--- src/rtl/pipe_controller_pkg.sv ---
// pipe_controller_pkg: shared encodings for the pipelined ARM-subset controller (CMP_EN adds CMP decode)
package pipe_controller_pkg;
   typedef enum logic [1:0] {ALU_ADD = 2'b00, ALU_SUB = 2'b01, ALU_AND = 2'b10, ALU_ORR = 2'b11} alu_ctrl_e;
   typedef enum logic [1:0] {IMM8 = 2'b00, IMM12 = 2'b01, IMM24 = 2'b10} imm_src_e;
   localparam logic [1:0] OP_DP  = 2'b00;
   localparam logic [1:0] OP_MEM = 2'b01;
   localparam logic [1:0] OP_BR  = 2'b10;
   localparam logic [3:0] CMD_ADD = 4'b0100;
   localparam logic [3:0] CMD_SUB = 4'b0010;
   localparam logic [3:0] CMD_AND = 4'b0000;
   localparam logic [3:0] CMD_ORR = 4'b1100;
   localparam logic [3:0] CMD_CMP = 4'b1010;
   localparam logic [3:0] COND_EQ = 4'h0;
   localparam logic [3:0] COND_NE = 4'h1;
   localparam logic [3:0] COND_CS = 4'h2;
   localparam logic [3:0] COND_CC = 4'h3;
   localparam logic [3:0] COND_MI = 4'h4;
   localparam logic [3:0] COND_PL = 4'h5;
   localparam logic [3:0] COND_VS = 4'h6;
   localparam logic [3:0] COND_VC = 4'h7;
   localparam logic [3:0] COND_HI = 4'h8;
   localparam logic [3:0] COND_LS = 4'h9;
   localparam logic [3:0] COND_GE = 4'hA;
   localparam logic [3:0] COND_LT = 4'hB;
   localparam logic [3:0] COND_GT = 4'hC;
   localparam logic [3:0] COND_LE = 4'hD;
   localparam logic [3:0] COND_AL = 4'hE;
   typedef struct packed {
      logic       reg_w;
      logic       mem_w;
      logic       mem_to_reg;
      logic       pcs;
      logic       branch;
      logic       alu_src;
      logic [1:0] alu_ctrl;
      logic [1:0] flag_w;
      logic [3:0] cond;
   } ex_ctrl_t;
   typedef struct packed {
      logic reg_w;
      logic mem_w;
      logic mem_to_reg;
      logic pcs;
   } mem_ctrl_t;
   typedef struct packed {
      logic reg_w;
      logic mem_to_reg;
      logic pcs;
   } wb_ctrl_t;
endpackage

--- src/rtl/pipe_controller_cond_unit.sv ---
// cond_unit: NZCV flags register, condition evaluation and gated flag writes for the Execute stage
module cond_unit
   import pipe_controller_pkg::*;
(
   input  logic       clk,
   input  logic       reset,
   input  logic [3:0] cond,
   input  logic [3:0] alu_flags,
   input  logic [1:0] flag_w,
   output logic       cond_ex
);
   logic [3:0] flags_q, flags_d;
   logic n, z, c, v;
   assign {n, z, c, v} = flags_q;
   always_comb begin
      case (cond)
         COND_EQ: cond_ex = z;
         COND_NE: cond_ex = ~z;
         COND_CS: cond_ex = c;
         COND_CC: cond_ex = ~c;
         COND_MI: cond_ex = n;
         COND_PL: cond_ex = ~n;
         COND_VS: cond_ex = v;
         COND_VC: cond_ex = ~v;
         COND_HI: cond_ex = c & ~z;
         COND_LS: cond_ex = ~c | z;
         COND_GE: cond_ex = n ~^ v;
         COND_LT: cond_ex = n ^ v;
         COND_GT: cond_ex = ~z & (n ~^ v);
         COND_LE: cond_ex = z | (n ^ v);
         COND_AL: cond_ex = 1'b1;
         default: cond_ex = 1'b0;
      endcase
   end
   always_comb begin
      flags_d = {(flag_w[1] & cond_ex) ? alu_flags[3:2] : flags_q[3:2],
                 (flag_w[0] & cond_ex) ? alu_flags[1:0] : flags_q[1:0]};
   end
   always_ff @(posedge clk or posedge reset)
      if (reset) flags_q <= '0;
      else flags_q <= flags_d;
endmodule

--- src/rtl/pipe_controller.sv ---
// pipe_controller: decode plus E/M/W control pipeline; define CMP_EN to decode cmd 1010 with S=1 as CMP
module pipe_controller
   import pipe_controller_pkg::*;
(
   input  logic        clk,
   input  logic        reset,
   input  logic [19:0] InstrD,
   input  logic [3:0]  ALUFlags,
   input  logic        FlushE,
   output logic [1:0]  RegSrcD,
   output logic [1:0]  ImmSrcD,
   output logic        ALUSrcE,
   output logic [1:0]  ALUControlE,
   output logic        BranchTakenE,
   output logic        MemWriteM,
   output logic        RegWriteM,
   output logic        MemtoRegE,
   output logic        RegWriteW,
   output logic        MemtoRegW,
   output logic        PCSrcW
);
   logic [1:0] op;
   logic [5:0] funct;
   logic [3:0] cmd, rd;
   logic is_cmp, dp_ok, cond_ex, unused_rn;
   ex_ctrl_t dec, ex_d, ex_q;
   mem_ctrl_t mem_d, mem_q;
   wb_ctrl_t wb_d, wb_q;
   assign op = InstrD[15:14];
   assign funct = InstrD[13:8];
   assign cmd = funct[4:1];
   assign rd = InstrD[3:0];
   assign unused_rn = ^InstrD[7:4];
`ifdef CMP_EN
   assign is_cmp = (cmd == CMD_CMP) & funct[0];
`else
   assign is_cmp = 1'b0;
`endif
   assign dp_ok = (cmd inside {CMD_ADD, CMD_SUB, CMD_AND, CMD_ORR}) | is_cmp;
   always_comb begin
      dec = '0;
      dec.cond = InstrD[19:16];
      RegSrcD = 2'b00;
      ImmSrcD = IMM8;
      if (op == OP_DP) begin
         dec.alu_src = funct[5];
         dec.alu_ctrl = cmd == CMD_ADD ? ALU_ADD : cmd == CMD_AND ? ALU_AND : cmd == CMD_ORR ? ALU_ORR : ALU_SUB;
         dec.reg_w = dp_ok & ~is_cmp;
         dec.flag_w = {dp_ok & funct[0], dp_ok & funct[0] & ((cmd == CMD_ADD) | (cmd == CMD_SUB) | is_cmp)};
      end else if (op == OP_MEM) begin
         dec.alu_src = 1'b1;
         dec.reg_w = funct[0];
         dec.mem_to_reg = funct[0];
         dec.mem_w = ~funct[0];
         ImmSrcD = IMM12;
         RegSrcD = funct[0] ? 2'b00 : 2'b10;
      end else if (op == OP_BR) begin
         dec.branch = 1'b1;
         dec.alu_src = 1'b1;
         ImmSrcD = IMM24;
         RegSrcD = 2'b01;
      end
      dec.pcs = dec.branch | (dec.reg_w & (rd == 4'hF));
   end
   always_comb begin
      ex_d = FlushE ? '0 : dec;
      mem_d = '{reg_w: ex_q.reg_w & cond_ex, mem_w: ex_q.mem_w & cond_ex,
                mem_to_reg: ex_q.mem_to_reg, pcs: ex_q.pcs & cond_ex};
      wb_d = '{reg_w: mem_q.reg_w, mem_to_reg: mem_q.mem_to_reg, pcs: mem_q.pcs};
   end
   always_ff @(posedge clk or posedge reset)
      if (reset) begin
         ex_q <= '0;
         mem_q <= '0;
         wb_q <= '0;
      end else begin
         ex_q <= ex_d;
         mem_q <= mem_d;
         wb_q <= wb_d;
      end
   cond_unit u_cond (
      .clk(clk),
      .reset(reset),
      .cond(ex_q.cond),
      .alu_flags(ALUFlags),
      .flag_w(ex_q.flag_w),
      .cond_ex(cond_ex)
   );
   assign ALUSrcE = ex_q.alu_src;
   assign ALUControlE = ex_q.alu_ctrl;
   assign MemtoRegE = ex_q.mem_to_reg;
   assign BranchTakenE = ex_q.branch & cond_ex;
   assign MemWriteM = mem_q.mem_w;
   assign RegWriteM = mem_q.reg_w;
   assign RegWriteW = wb_q.reg_w;
   assign MemtoRegW = wb_q.mem_to_reg;
   assign PCSrcW = wb_q.pcs;
endmodule

--- config.mk ---
export PLATFORM = sky130hd
export DESIGN_NAME = pipe_controller
export DESIGN_NICKNAME = d
export VERILOG_FILES = /design/src/rtl/pipe_controller_pkg.sv /design/src/rtl/pipe_controller_cond_unit.sv /design/src/rtl/pipe_controller.sv
export SDC_FILE = /design/constraint.sdc
export NUM_CORES = 1
export LEC_CHECK = 0
export CAP_MARGIN = 40
export CORE_UTILIZATION = 25
export CTS_BUF_LIST = sky130_fd_sc_hd__clkbuf_4 sky130_fd_sc_hd__clkbuf_8
export DETAILED_ROUTE_END_ITERATION = 8
export PLACE_DENSITY = 0.53
export SLEW_MARGIN = 20
export SYNTH_ARGS = -nofsm -noshare
export SYNTH_HDL_FRONTEND = slang
export SYNTH_HIERARCHICAL = 1
export SYNTH_SLANG_ARGS = --single-unit
--- constraint.sdc ---
create_clock -name clk -period 3.1 [get_ports clk]
set_clock_uncertainty 0.05 [all_clocks]
set_input_delay 0.775 -clock clk [delete_from_list [all_inputs] [get_ports clk]]
set_output_delay 0.775 -clock clk [all_outputs]
set_load 0.005 [all_outputs]
# --- Yosys cells after proc, flatten, opt, wreduce, memory -nomap -nowiden ---
# Index checks and enable logic that the tools add are counted.
totals:
  register_bits: 25
  latchBits: 0
  mem_bits_rw: 0
  mem_bits_ro: 0
  input_bits: 27
  out_inout_bits: 14
  word_cells: 85
  n_memories: 0
op_classes:
  n_addsub: 0
  n_mul: 0
  div_mod_pow: 0
  order_cmp: 0
  eq_ne: 20
  n_shift: 0
  muxes: 21
  bitwise: 22
  reduce_logical: 4
op_table:
  columns: ["operator", "n"]
  rows:
  - ["equality test 4 bit, second input constant", 9]
  - ["2-to-1 mux 2 bit", 11]
  - ["equality test 4 x 3 -> 1 bit, second input constant", 5]
  - ["case mux 1 bit (15 select lines)", 1]
  - ["2-to-1 mux 14 bit", 1]
  - ["equality test 4 x 2 -> 1 bit, second input constant", 3]
  - ["bitwise AND 1 bit", 11]
  - ["logical NOT 4 bit", 2]
  - ["2-to-1 mux 1 bit", 6]
  - ["inverter 1 bit", 5]
  - ["equality test 4 x 1 -> 1 bit, second input constant", 1]
  - ["2-to-1 mux 4 bit", 1]
  - ["bitwise OR 1 bit", 4]
  - ["nonzero test 4 bit", 1]
  - ["2-to-1 mux 3 bit", 1]
  - ["equality test 2 x 1 -> 1 bit, second input constant", 1]
  - ["equality test 2 bit, second input constant", 1]
  - ["logical NOT 2 bit", 1]
  - ["bitwise XNOR 1 bit", 1]
  - ["bitwise XOR 1 bit", 1]

# --- Logic depth before layout (Yosys ltp) ---
# Gate-level depths: netlist of run 1.
logic_depth:
  ltp_word: 6
  mapped_depth: 6
  mapped_depth_nobuf: 5

# --- By module ---
# The synthesis of run 1 kept the hierarchy.
by_module_without_submodules:
  columns: ["module", "instances", "cells_each", "area_per_inst_um2", "seq_area_each_um2"]
  rows:
  - ["pipe_controller", 1, 59, 840.8, 525.5]
  - ["cond_unit", 1, 47, 459.2, 100.1]

# --- Worst setup path before layout of run 1 ---
# OpenSTA, ideal clock, no wires.
synth_timing:
  path_kind: "reg2out"
  startpoint: "register u_cond.flags_q[3]"
  endpoint: "output BranchTakenE"
  arrival_time_ps: 1662
  required_ps: 2275
  path_slack_ps: 613
  path_stages_with_launch: 7
  path_buffers: 1
  cell_sequence: "dfrtp_1 -> buf_4 -> xnor2_1 -> mux2i_1 -> a311oi_2 -> or3_2 -> and2_1"
synth_via:
  elab_chain_cells: 4
  word_cells_on_any_way: 7
  cone_classes: "mux (1); bitwise (6)"
synth_lines:
  columns: ["item", "line_no", "rtl"]
  rows:
  - ["from (decl)", "pipe_controller_cond_unit.sv:12", "logic [3:0] flags_q, flags_d;"]
  - ["from (signal assigned)", "pipe_controller_cond_unit.sv:41", "else flags_q <= flags_d;"]
  - ["bitwise XOR 1 bit or bitwise XNOR 1 bit (tied branches)", null, null]
  - ["bitwise OR 1 bit or bitwise AND 1 bit (tied branches)", "pipe_controller_cond_unit.sv:30, pipe_controller_cond_unit.sv:29", null]
  - ["case mux 1 bit (15 select lines) *", "pipe_controller_cond_unit.sv:16", "case (cond)"]
  - ["net cond_ex", "pipe_controller.sv:25", "logic is_cmp, dp_ok, cond_ex, unused_rn;"]
  - ["bitwise AND 1 bit *", "pipe_controller.sv:92", "assign BranchTakenE = ex_q.branch & cond_ex;"]
  - ["to (decl)", "pipe_controller.sv:14", "output logic BranchTakenE,"]
# Mark *: on every way through the listed nets, which the timed path passes. The rest lies on a longest branch.

# --- Final worst setup path of run 1 ---
layout_timing:
  startpoint: "register ex_q[2] in the netlist's numbering"
  endpoint: "output BranchTakenE"
layout_via:
  elab_chain_cells: 3
  word_cells_on_any_way: 17
  cone_classes: "eq/ne (14); mux (1); bitwise (1); reduce/logical (1)"
layout_lines:
  columns: ["item", "line_no", "rtl"]
  rows:
  - ["from (decl)", "pipe_controller.sv:26", "ex_ctrl_t dec, ex_d, ex_q;"]
  - ["from (signal assigned)", "pipe_controller.sv:73", "ex_q <= '0;"]
  - ["from (signal assigned)", "pipe_controller.sv:77", "ex_q <= ex_d;"]
  - ["equality test 4 bit, or another cell as far along", "pipe_controller_cond_unit.sv:16", null]
  - ["case mux 1 bit (15 select lines) *", "pipe_controller_cond_unit.sv:16", null]
  - ["net cond_ex", "pipe_controller.sv:25", null]
  - ["bitwise AND 1 bit *", "pipe_controller.sv:92", null]
# Marked as above.

==> flow_summary.html, run 1 <==
<table>
<tr><th>Metric</th><th>Value</th></tr>
<tr><th colspan="2">Global route</th></tr>
<tr><td>Global route total overflow</td><td>0</td></tr>
<tr><td>Number of global-route vias before repair</td><td>1078</td></tr>
<tr><td>Maximum number of pins on one net before global-route repair</td><td>22</td></tr>
<tr><td>Antenna violations before repair</td><td>0</td></tr>
<tr><td>Overall track demand over capacity in global routing</td><td>0.106</td></tr>
<tr><td>Wire length of the first global-routing pass</td><td>4510 um</td></tr>
<tr><th colspan="2">Clocking</th></tr>
<tr><td>TritonCTS clock tree</td><td>done</td></tr>
<tr><td>CTS max path bufs</td><td>2</td></tr>
<tr><td>Clock latency on the worst-skew pair</td><td>0.27 ns</td></tr>
<tr><td>Root Driver</td><td>sky130_fd_sc_hd__clkbuf_8</td></tr>
<tr><td>Clock-pin slew of the registers on the worst-case setup and hold paths</td><td>0.09 ns</td></tr>
<tr><td>Number of H-tree levels</td><td>1</td></tr>
<tr><td>Total CTS buffers</td><td>3</td></tr>
<tr><td>Number of clock sinks seen by CTS</td><td>25</td></tr>
<tr><th colspan="2">Min path</th></tr>
<tr><td>Number of instances on the worst hold path</td><td>0</td></tr>
<tr><td>End point of the worst hold path</td><td>MemtoRegW$_DFF_PP0_</td></tr>
<tr><td>Critical hold path startpoint</td><td>mem_q[1]$_DFF_PP0_</td></tr>
<tr><td>Min-delay worst type</td><td>register to register</td></tr>
<tr><th colspan="2">Drt</th></tr>
<tr><td>Antenna Nets Post-Route</td><td>0</td></tr>
<tr><td>Number of design rule violations left after detail routing</td><td>0</td></tr>
<tr><td>Number of design-rule violations left by the first detailed-router iteration</td><td>32</td></tr>
<tr><td>WL final</td><td>2730 um</td></tr>
<tr><td>Routed via count divided by cell count</td><td>4.46</td></tr>
<tr><td>First-pass iteration count of the detailed router</td><td>4</td></tr>
<tr><td>Routed wire per std cell</td><td>12.5 um</td></tr>
<tr><td>Via count of the routed design</td><td>976</td></tr>
<tr><th colspan="2">Floorplanning</th></tr>
<tr><td>Std-Cell Core Area</td><td>0.00485 sq mm</td></tr>
<tr><td>Vertical extent of the die</td><td>74.1 um</td></tr>
<tr><td>Total Die Area</td><td>0.00549 sq mm</td></tr>
<tr><td>Effective utilization at floorplan</td><td>0.268</td></tr>
<tr><td>Number of I/O pins</td><td>41</td></tr>
<tr><td>Row Count</td><td>25</td></tr>
<tr><td>Die Wd</td><td>74.1 um</td></tr>
<tr><th colspan="2">Critical path</th></tr>
<tr><td>Required arrival time at the worst endpoint</td><td>2.27 ns</td></tr>
<tr><td>Worst setup SP type</td><td>register</td></tr>
<tr><td>Origin of the critical flop-to-flop path</td><td>ex_q[2]$_DFF_PP0_</td></tr>
<tr><td>Reg2Reg Capture Point</td><td>u_cond/flags_q[3]$_DFFE_PP0P_</td></tr>
<tr><td>Worst-path fanout max</td><td>5</td></tr>
<tr><td>Register-to-register path setup slack</td><td>0.89 ns</td></tr>
<tr><td>Arrival time at the worst endpoint</td><td>2.17 ns</td></tr>
<tr><td>Capturing element type of the critical path</td><td>output pin</td></tr>
<tr><td>Worst setup path class</td><td>register to output pin</td></tr>
<tr><td>Count of cells along the worst register-to-register path</td><td>7</td></tr>
<tr><th colspan="2">Run</th></tr>
<tr><td>Max-cap check violation count</td><td>0</td></tr>
<tr><th colspan="2">Power and ir drop</th></tr>
<tr><td>Overall power of the completed layout</td><td>0.713 mW</td></tr>
<tr><td>Worst IR Drop VDD</td><td>244 uV</td></tr>
<tr><td>PD cells</td><td>384 mW/mm^2</td></tr>
<tr><td>Leakage power figure</td><td>0.855 nW</td></tr>
<tr><th colspan="2">STA</th></tr>
<tr><td>Fmax</td><td>334 MHz</td></tr>
<tr><td>Post-route fraction of the period consumed by the critical path</td><td>0.965</td></tr>
<tr><td>Endpoints failing setup</td><td>0</td></tr>
<tr><td>Clock period minus final worst setup slack</td><td>2.99 ns</td></tr>
<tr><td>Final hold viol count</td><td>0</td></tr>
<tr><td>Min setup slack post-route</td><td>0.108 ns</td></tr>
<tr><td>Unrepaired setup endpoints after global routing</td><td>false</td></tr>
<tr><td>Slew at the pin with the worst max-slew slack</td><td>0.446 ns</td></tr>
<tr><td>Final slew viol count</td><td>0</td></tr>
<tr><td>Headroom to the max-slew limit</td><td>0.700</td></tr>
<tr><th colspan="2">Placed design</th></tr>
<tr><td>Placer Congestion</td><td>0.824</td></tr>
<tr><td>Worst setup slack after placement</td><td>-0.0858 ns</td></tr>
<tr><td>Number of buffer cells added on primary ports</td><td>36</td></tr>
<tr><td>Dpl hpwl</td><td>2060 um</td></tr>
<tr><th colspan="2">Cells and area</th></tr>
<tr><td>Fraction of final layout cells with drive strength greater than 1</td><td>0.276</td></tr>
<tr><td>Commonest non-fill, non-tap cells in the layout</td><td>sky130_fd_sc_hd__clkdlybuf4s50_1, sky130_fd_sc_hd__dfrtp_1, sky130_fd_sc_hd__buf_4</td></tr>
<tr><td>Antenna Cells</td><td>0</td></tr>
<tr><td>Area Growth Syn to Fin</td><td>42.8%</td></tr>
<tr><td>Commonest non-fill, non-tap cell in the layout</td><td>sky130_fd_sc_hd__clkdlybuf4s50_1</td></tr>
<tr><td>Number of nets in the layout</td><td>184</td></tr>
<tr><th colspan="2">Yosys</th></tr>
<tr><td>Portion of the post-synthesis area used by sequential elements</td><td>0.481</td></tr>
<tr><td>Synthesized area per cell</td><td>12.3 sq um</td></tr>
<tr><td>Number of flops mapped to enable cells by yosys</td><td>0</td></tr>
<tr><td>Unique cell type count in the Yosys netlist</td><td>41</td></tr>
<tr><td>Mapped Nets</td><td>137</td></tr>
<tr><td>Post-synthesis cell count</td><td>106</td></tr>
<tr><td>Primary FF master, synth</td><td>sky130_fd_sc_hd__dfrtp_1</td></tr>
<tr><td>Fraction of registers with async set or reset after synthesis</td><td>1.00</td></tr>
<tr><td>Total of flip-flops plus latches after synthesis</td><td>25</td></tr>
<tr><td>Post-Synthesis Cell Area</td><td>0.00130 sq mm</td></tr>
<tr><td>Number of synthesis warnings</td><td>6</td></tr>
<tr><th colspan="2">Run status</th></tr>
<tr><td>Result of the run</td><td>finished, final reports clean</td></tr>
</table>
-- where the power goes --
part | internal, mW | switching, mW
sequential | 0.345 | 0.0233
clock | 0.0940 | 0.105
combinational | 0.0938 | 0.0520
-- what timing repair did --
action | in CTS | in global routing
pin swaps | 3 | 0
endpoints found under the setup margin | 2 | 1
hold buffers | 0 | 0
resized for setup | 11 | 1
cloned | 0 | 0
buffers inserted | 6 | 0
-- flip-flops by register name (all words and copies together), names as in the netlist, 2 cells and up --
signal	count
ALUControlE	2
ex_q	10
mem_q	2
u_cond/flags_q	4
-- critical path, cell delays in order (launching register included) --
cell,delay (ns)
sky130_fd_sc_hd__dfrtp_2,0.41
sky130_fd_sc_hd__buf_4,0.15
sky130_fd_sc_hd__and2b_4,0.17
sky130_fd_sc_hd__a221oi_2,0.24
sky130_fd_sc_hd__o211ai_1,0.16
sky130_fd_sc_hd__or3_4,0.36
sky130_fd_sc_hd__and2_1,0.15
sky130_fd_sc_hd__dlygate4sd2_1,0.26
-- worst max path at each step --
stage / to / start / slack (ns) / cells after the start
2_1_floorplan: BranchTakenE / u_cond/flags_q[3]$_DFFE_PP0P_ / 0.61 / 6
3_3_place_gp: RegSrcD[1] / InstrD[14] / -0.08 / 5
3_5_place_dp: RegSrcD[1] / InstrD[14] / -0.09 / 5
4_1_cts: BranchTakenE / ex_q[2]$_DFF_PP0_ / 0.09 / 7
5_1_grt: BranchTakenE / ex_q[2]$_DFF_PP0_ / 0.03 / 7
6_report: BranchTakenE / ex_q[2]$_DFF_PP0_ / 0.11 / 7
-- synthesized netlist by cell type (2+ instances only) --
cell type	instances	share of area
sky130_fd_sc_hd__dfrtp_1	25	0.48
sky130_fd_sc_hd__and3_1	2	0.0096
sky130_fd_sc_hd__buf_4	4	0.023
sky130_fd_sc_hd__nor3_1	3	0.012
sky130_fd_sc_hd__and2_1	4	0.019
sky130_fd_sc_hd__xnor2_1	2	0.013
sky130_fd_sc_hd__buf_6	3	0.026
sky130_fd_sc_hd__o31ai_1	2	0.012
sky130_fd_sc_hd__inv_1	5	0.014
sky130_fd_sc_hd__nor2_1	3	0.0087
sky130_fd_sc_hd__and4b_1	2	0.015
sky130_fd_sc_hd__o21ai_0	2	0.0077
sky130_fd_sc_hd__and2b_2	7	0.047
sky130_fd_sc_hd__mux2i_1	5	0.039
sky130_fd_sc_hd__mux2_1	3	0.026
sky130_fd_sc_hd__ha_1	4	0.039
sky130_fd_sc_hd__a21o_1	2	0.012
sky130_fd_sc_hd__nor2b_1	2	0.0096
sky130_fd_sc_hd__nor3b_1	4	0.023
-- layout make-up --
type	count	area [sq um]
Clock buffer	3	41.3
Clock inverter	1	8.76
Fill cell	470	2990
Inverter	5	18.8
Multi-Input combinational cell	68	603
Sequential cell	25	633
Tap cell	67	83.8
Timing Repair Buffer	50	468
-- through the flow --
step / instance area, sq um / util / std cells / setup TNS (ns) / hold WS, ns
after CTS: 1840 / 0.380 / 218 / 0 / 0.313
after global routing: 1860 / 0.383 / 219 / 0 / 0.327
after global placement: 1730 / 0.356 / 208 / -0.0823 / 0.285
after floorplan: 1300 / - / 106 / 0 / 0.281
after detailed placement: 1730 / 0.356 / 208 / -0.0858 / 0.287
final: 1860 / 0.383 / 219 / 0 / 0.309
-- per-layer routing --
metal	wire, um	part of all wire	GRT usage	vias up
met1	1110	0.41	0.112	473
met5	0	0	0	-
met3	131	0.048	0.0203	2
met4	14	0.0051	0.0321	0
met2	1470	0.54	0.208	39
li1	-	-	-	462
-- logic make-up after synthesis --
logic type | share of synthesized area
AO/OA/AOI/OAI | 0.0828
multiplexers | 0.0731
adder cells (fa/ha/maj) | 0.0385
buffers and inverters | 0.0674
flip-flops | 0.481
XOR/XNOR | 0.0202
AND/OR/NAND/NOR | 0.237
No activity file was read; power rests on OpenSTA's default activity.
==> inputs of run 2 (changes only) <==
==> constraint.sdc (replaced) <==
create_clock -name clk -period 3.2 [get_ports clk]
set_clock_uncertainty 0.05 [all_clocks]
set_input_delay 0.8 -clock clk [delete_from_list [all_inputs] [get_ports clk]]
set_output_delay 0.8 -clock clk [all_outputs]
set_load 0.005 [all_outputs]
==> run 2 against run 1 <==
Worst setup slack better by 0.071 ns; clock power about the same; final cell count up 1.4%; sequential share of layout area down 0.50 points; first-iteration DRC count rose to 3.0 times the previous value; largest cell class unchanged; die area unchanged; register-to-register slack better by 0.07 ns; via count up 0.51%; flip-flop and latch count unchanged; core utilization up 0.57 points.
==> flow_summary.html, run 2 (same netlist as run 1, synthesis figures left out) <==
<table>
<tr><th>Metric</th><th>Value</th></tr>
<tr><th colspan="2">Floorplanning</th></tr>
<tr><td>Number of I/O pins</td><td>41</td></tr>
<tr><td>Total Die Area</td><td>0.00549 sq mm</td></tr>
<tr><td>Std-Cell Core Area</td><td>0.00485 sq mm</td></tr>
<tr><td>Row Count</td><td>25</td></tr>
<tr><td>Effective utilization at floorplan</td><td>0.268</td></tr>
<tr><td>Die Wd</td><td>74.1 um</td></tr>
<tr><td>Vertical extent of the die</td><td>74.1 um</td></tr>
<tr><th colspan="2">Min path</th></tr>
<tr><td>Min-delay worst type</td><td>register to register</td></tr>
<tr><td>Number of instances on the worst hold path</td><td>0</td></tr>
<tr><th colspan="2">Clocking</th></tr>
<tr><td>Root Driver</td><td>sky130_fd_sc_hd__clkbuf_8</td></tr>
<tr><td>CTS max path bufs</td><td>2</td></tr>
<tr><td>Clock latency on the worst-skew pair</td><td>0.27 ns</td></tr>
<tr><td>Number of H-tree levels</td><td>1</td></tr>
<tr><td>Number of clock sinks seen by CTS</td><td>25</td></tr>
<tr><td>Clock-pin slew of the registers on the worst-case setup and hold paths</td><td>0.09 ns</td></tr>
<tr><td>Total CTS buffers</td><td>3</td></tr>
<tr><td>TritonCTS clock tree</td><td>done</td></tr>
<tr><th colspan="2">Critical path</th></tr>
<tr><td>Count of cells along the worst register-to-register path</td><td>7</td></tr>
<tr><td>Register-to-register path setup slack</td><td>0.96 ns</td></tr>
<tr><td>Worst setup SP type</td><td>register</td></tr>
<tr><td>Capturing element type of the critical path</td><td>output pin</td></tr>
<tr><td>Worst setup path start</td><td>ex_q[3]$_DFF_PP0_</td></tr>
<tr><td>Required arrival time at the worst endpoint</td><td>2.35 ns</td></tr>
<tr><td>Worst-path fanout max</td><td>6</td></tr>
<tr><td>Reg2Reg Capture Point</td><td>u_cond/flags_q[3]$_DFFE_PP0P_</td></tr>
<tr><td>Worst setup path class</td><td>register to output pin</td></tr>
<tr><td>End point of the critical path</td><td>BranchTakenE</td></tr>
<tr><td>Arrival time at the worst endpoint</td><td>2.17 ns</td></tr>
<tr><td>Origin of the critical flop-to-flop path</td><td>ex_q[3]$_DFF_PP0_</td></tr>
<tr><th colspan="2">Cells and area</th></tr>
<tr><td>Flip-flop count of the largest register, all copies and words added</td><td>10</td></tr>
<tr><td>Registers with the highest flip-flop counts</td><td>ex_q x10, u_cond/flags_q x4</td></tr>
<tr><td>Register containing the most flip-flops in the final layout</td><td>ex_q</td></tr>
<tr><td>Antenna Cells</td><td>0</td></tr>
<tr><td>Number of nets in the layout</td><td>187</td></tr>
<tr><td>Area Growth Syn to Fin</td><td>44.9%</td></tr>
<tr><td>Fraction of final layout cells with drive strength greater than 1</td><td>0.290</td></tr>
<tr><td>Layout Cells excl Fill</td><td>222</td></tr>
<tr><td>Commonest non-fill, non-tap cells in the layout</td><td>sky130_fd_sc_hd__clkdlybuf4s50_1, sky130_fd_sc_hd__dfrtp_1, sky130_fd_sc_hd__buf_4</td></tr>
<tr><td>Commonest non-fill, non-tap cell in the layout</td><td>sky130_fd_sc_hd__clkdlybuf4s50_1</td></tr>
<tr><th colspan="2">Global route</th></tr>
<tr><td>Overall track demand over capacity in global routing</td><td>0.110</td></tr>
<tr><td>Antenna violations before repair</td><td>0</td></tr>
<tr><td>Number of global-route vias before repair</td><td>1042</td></tr>
<tr><td>Maximum number of pins on one net before global-route repair</td><td>22</td></tr>
<tr><td>Wire length of the first global-routing pass</td><td>4690 um</td></tr>
<tr><td>Global route total overflow</td><td>0</td></tr>
<tr><th colspan="2">STA</th></tr>
<tr><td>Worst hold-check slack</td><td>0.306 ns</td></tr>
<tr><td>Final slew viol count</td><td>0</td></tr>
<tr><td>Post-route fraction of the period consumed by the critical path</td><td>0.944</td></tr>
<tr><td>Headroom to the max-slew limit</td><td>0.715</td></tr>
<tr><td>Fmax</td><td>331 MHz</td></tr>
<tr><td>Final hold viol count</td><td>0</td></tr>
<tr><td>Slew at the pin with the worst max-slew slack</td><td>0.425 ns</td></tr>
<tr><td>Fin Setup TNS</td><td>0 ns</td></tr>
<tr><td>Clock period minus final worst setup slack</td><td>3.02 ns</td></tr>
<tr><td>Endpoints failing setup</td><td>0</td></tr>
<tr><td>Min setup slack post-route</td><td>0.179 ns</td></tr>
<tr><td>Unrepaired setup endpoints after global routing</td><td>false</td></tr>
<tr><th colspan="2">Power and ir drop</th></tr>
<tr><td>Overall power of the completed layout</td><td>0.695 mW</td></tr>
<tr><td>Worst IR Drop VDD</td><td>195 uV</td></tr>
<tr><td>PD cells</td><td>369 mW/mm^2</td></tr>
<tr><td>Leakage power figure</td><td>0.878 nW</td></tr>
<tr><th colspan="2">Run</th></tr>
<tr><td>Max-cap check violation count</td><td>0</td></tr>
<tr><th colspan="2">Drt</th></tr>
<tr><td>Via count of the routed design</td><td>981</td></tr>
<tr><td>Number of design-rule violations left by the first detailed-router iteration</td><td>95</td></tr>
<tr><td>Number of design rule violations left after detail routing</td><td>0</td></tr>
<tr><td>WL final</td><td>2840 um</td></tr>
<tr><td>Antenna Nets Post-Route</td><td>0</td></tr>
<tr><td>First-pass iteration count of the detailed router</td><td>4</td></tr>
<tr><td>Routed via count divided by cell count</td><td>4.42</td></tr>
<tr><td>Routed wire per std cell</td><td>12.8 um</td></tr>
<tr><th colspan="2">Placed design</th></tr>
<tr><td>Number of buffer cells added on primary ports</td><td>36</td></tr>
<tr><td>DP Cell Count</td><td>206</td></tr>
<tr><td>Placer Congestion</td><td>0.845</td></tr>
<tr><td>Worst setup slack after placement</td><td>-0.0418 ns</td></tr>
<tr><td>Dpl hpwl</td><td>2040 um</td></tr>
<tr><th colspan="2">Run status</th></tr>
<tr><td>Result of the run</td><td>finished, final reports clean</td></tr>
</table>
==> run 2: changes by cell type in the layout (fill, tap and decap cells not counted), sizes merged <==
cell	delta
dlymetal6s2s	+1
buf	+3
dlygate4sd2	-1
==> run 2: power breakdown <==
| group | internal, mW | switching [mW] | leakage [nW] |
|---|---|---|---|
| combinational | 0.0915 | 0.0526 | 0.528 |
| sequential | 0.334 | 0.0203 | 0.324 |
| clock | 0.0912 | 0.105 | 0.0261 |
| total | 0.517 | 0.178 | 0.878 |
==> run 2: worst min-delay path by stage <==
stage                       startpoint                   to  slack, ns
global route        mem_q[1]$_DFF_PP0_  MemtoRegW$_DFF_PP0_       0.32
finish              mem_q[1]$_DFF_PP0_  MemtoRegW$_DFF_PP0_       0.31
floorplan           mem_q[1]$_DFF_PP0_  MemtoRegW$_DFF_PP0_       0.28
detailed placement  mem_q[1]$_DFF_PP0_  MemtoRegW$_DFF_PP0_       0.29
CTS                 mem_q[1]$_DFF_PP0_  MemtoRegW$_DFF_PP0_       0.31
global placement    mem_q[0]$_DFF_PP0_     PCSrcW$_DFF_PP0_       0.28
==> run 2: final cells by class <==
class,count,area [sq um]
inverter,5,18.8
clock buffer,3,41.3
multi-input combinational,68,602
fill,468,2960
tap,67,83.8
clock inverter,1,8.76
sequential,25,633
timing repair buffer,53,497
==> run 2: stage by stage <==
step                 util  instance area, sq um
floorplan               -                  1300
global placement    0.353                  1710
CTS                 0.374                  1810
global route        0.389                  1880
detailed placement  0.353                  1710
finish              0.389                  1880
==> run 2: timing repair <==
item | 4_1_cts | 5_1_grt
buffers inserted | 4 | 7
pin swaps | 0 | 2
gates resized for setup | 10 | 4
endpoints found under the setup margin | 2 | 1
hold buffers | 0 | 0
==> run 2: critical path, stage by stage (launching register included) <==
cell	delay (ns)
sky130_fd_sc_hd__dfrtp_2	0.42
sky130_fd_sc_hd__buf_6	0.13
sky130_fd_sc_hd__and4b_1	0.22
sky130_fd_sc_hd__a221oi_2	0.20
sky130_fd_sc_hd__o211ai_1	0.20
sky130_fd_sc_hd__or3_4	0.44
sky130_fd_sc_hd__and2_1	0.15
sky130_fd_sc_hd__dlymetal6s2s_1	0.15
==> run 2: metal layers <==
metal | up-vias | track usage | part of all wire
met2 | 34 | 0.196 | 0.52
met1 | 474 | 0.131 | 0.41
li1 | 468 | - | -
met3 | 5 | 0.0257 | 0.059
met4 | 0 | 0.0342 | 0.018
met5 | - | 0 | 0
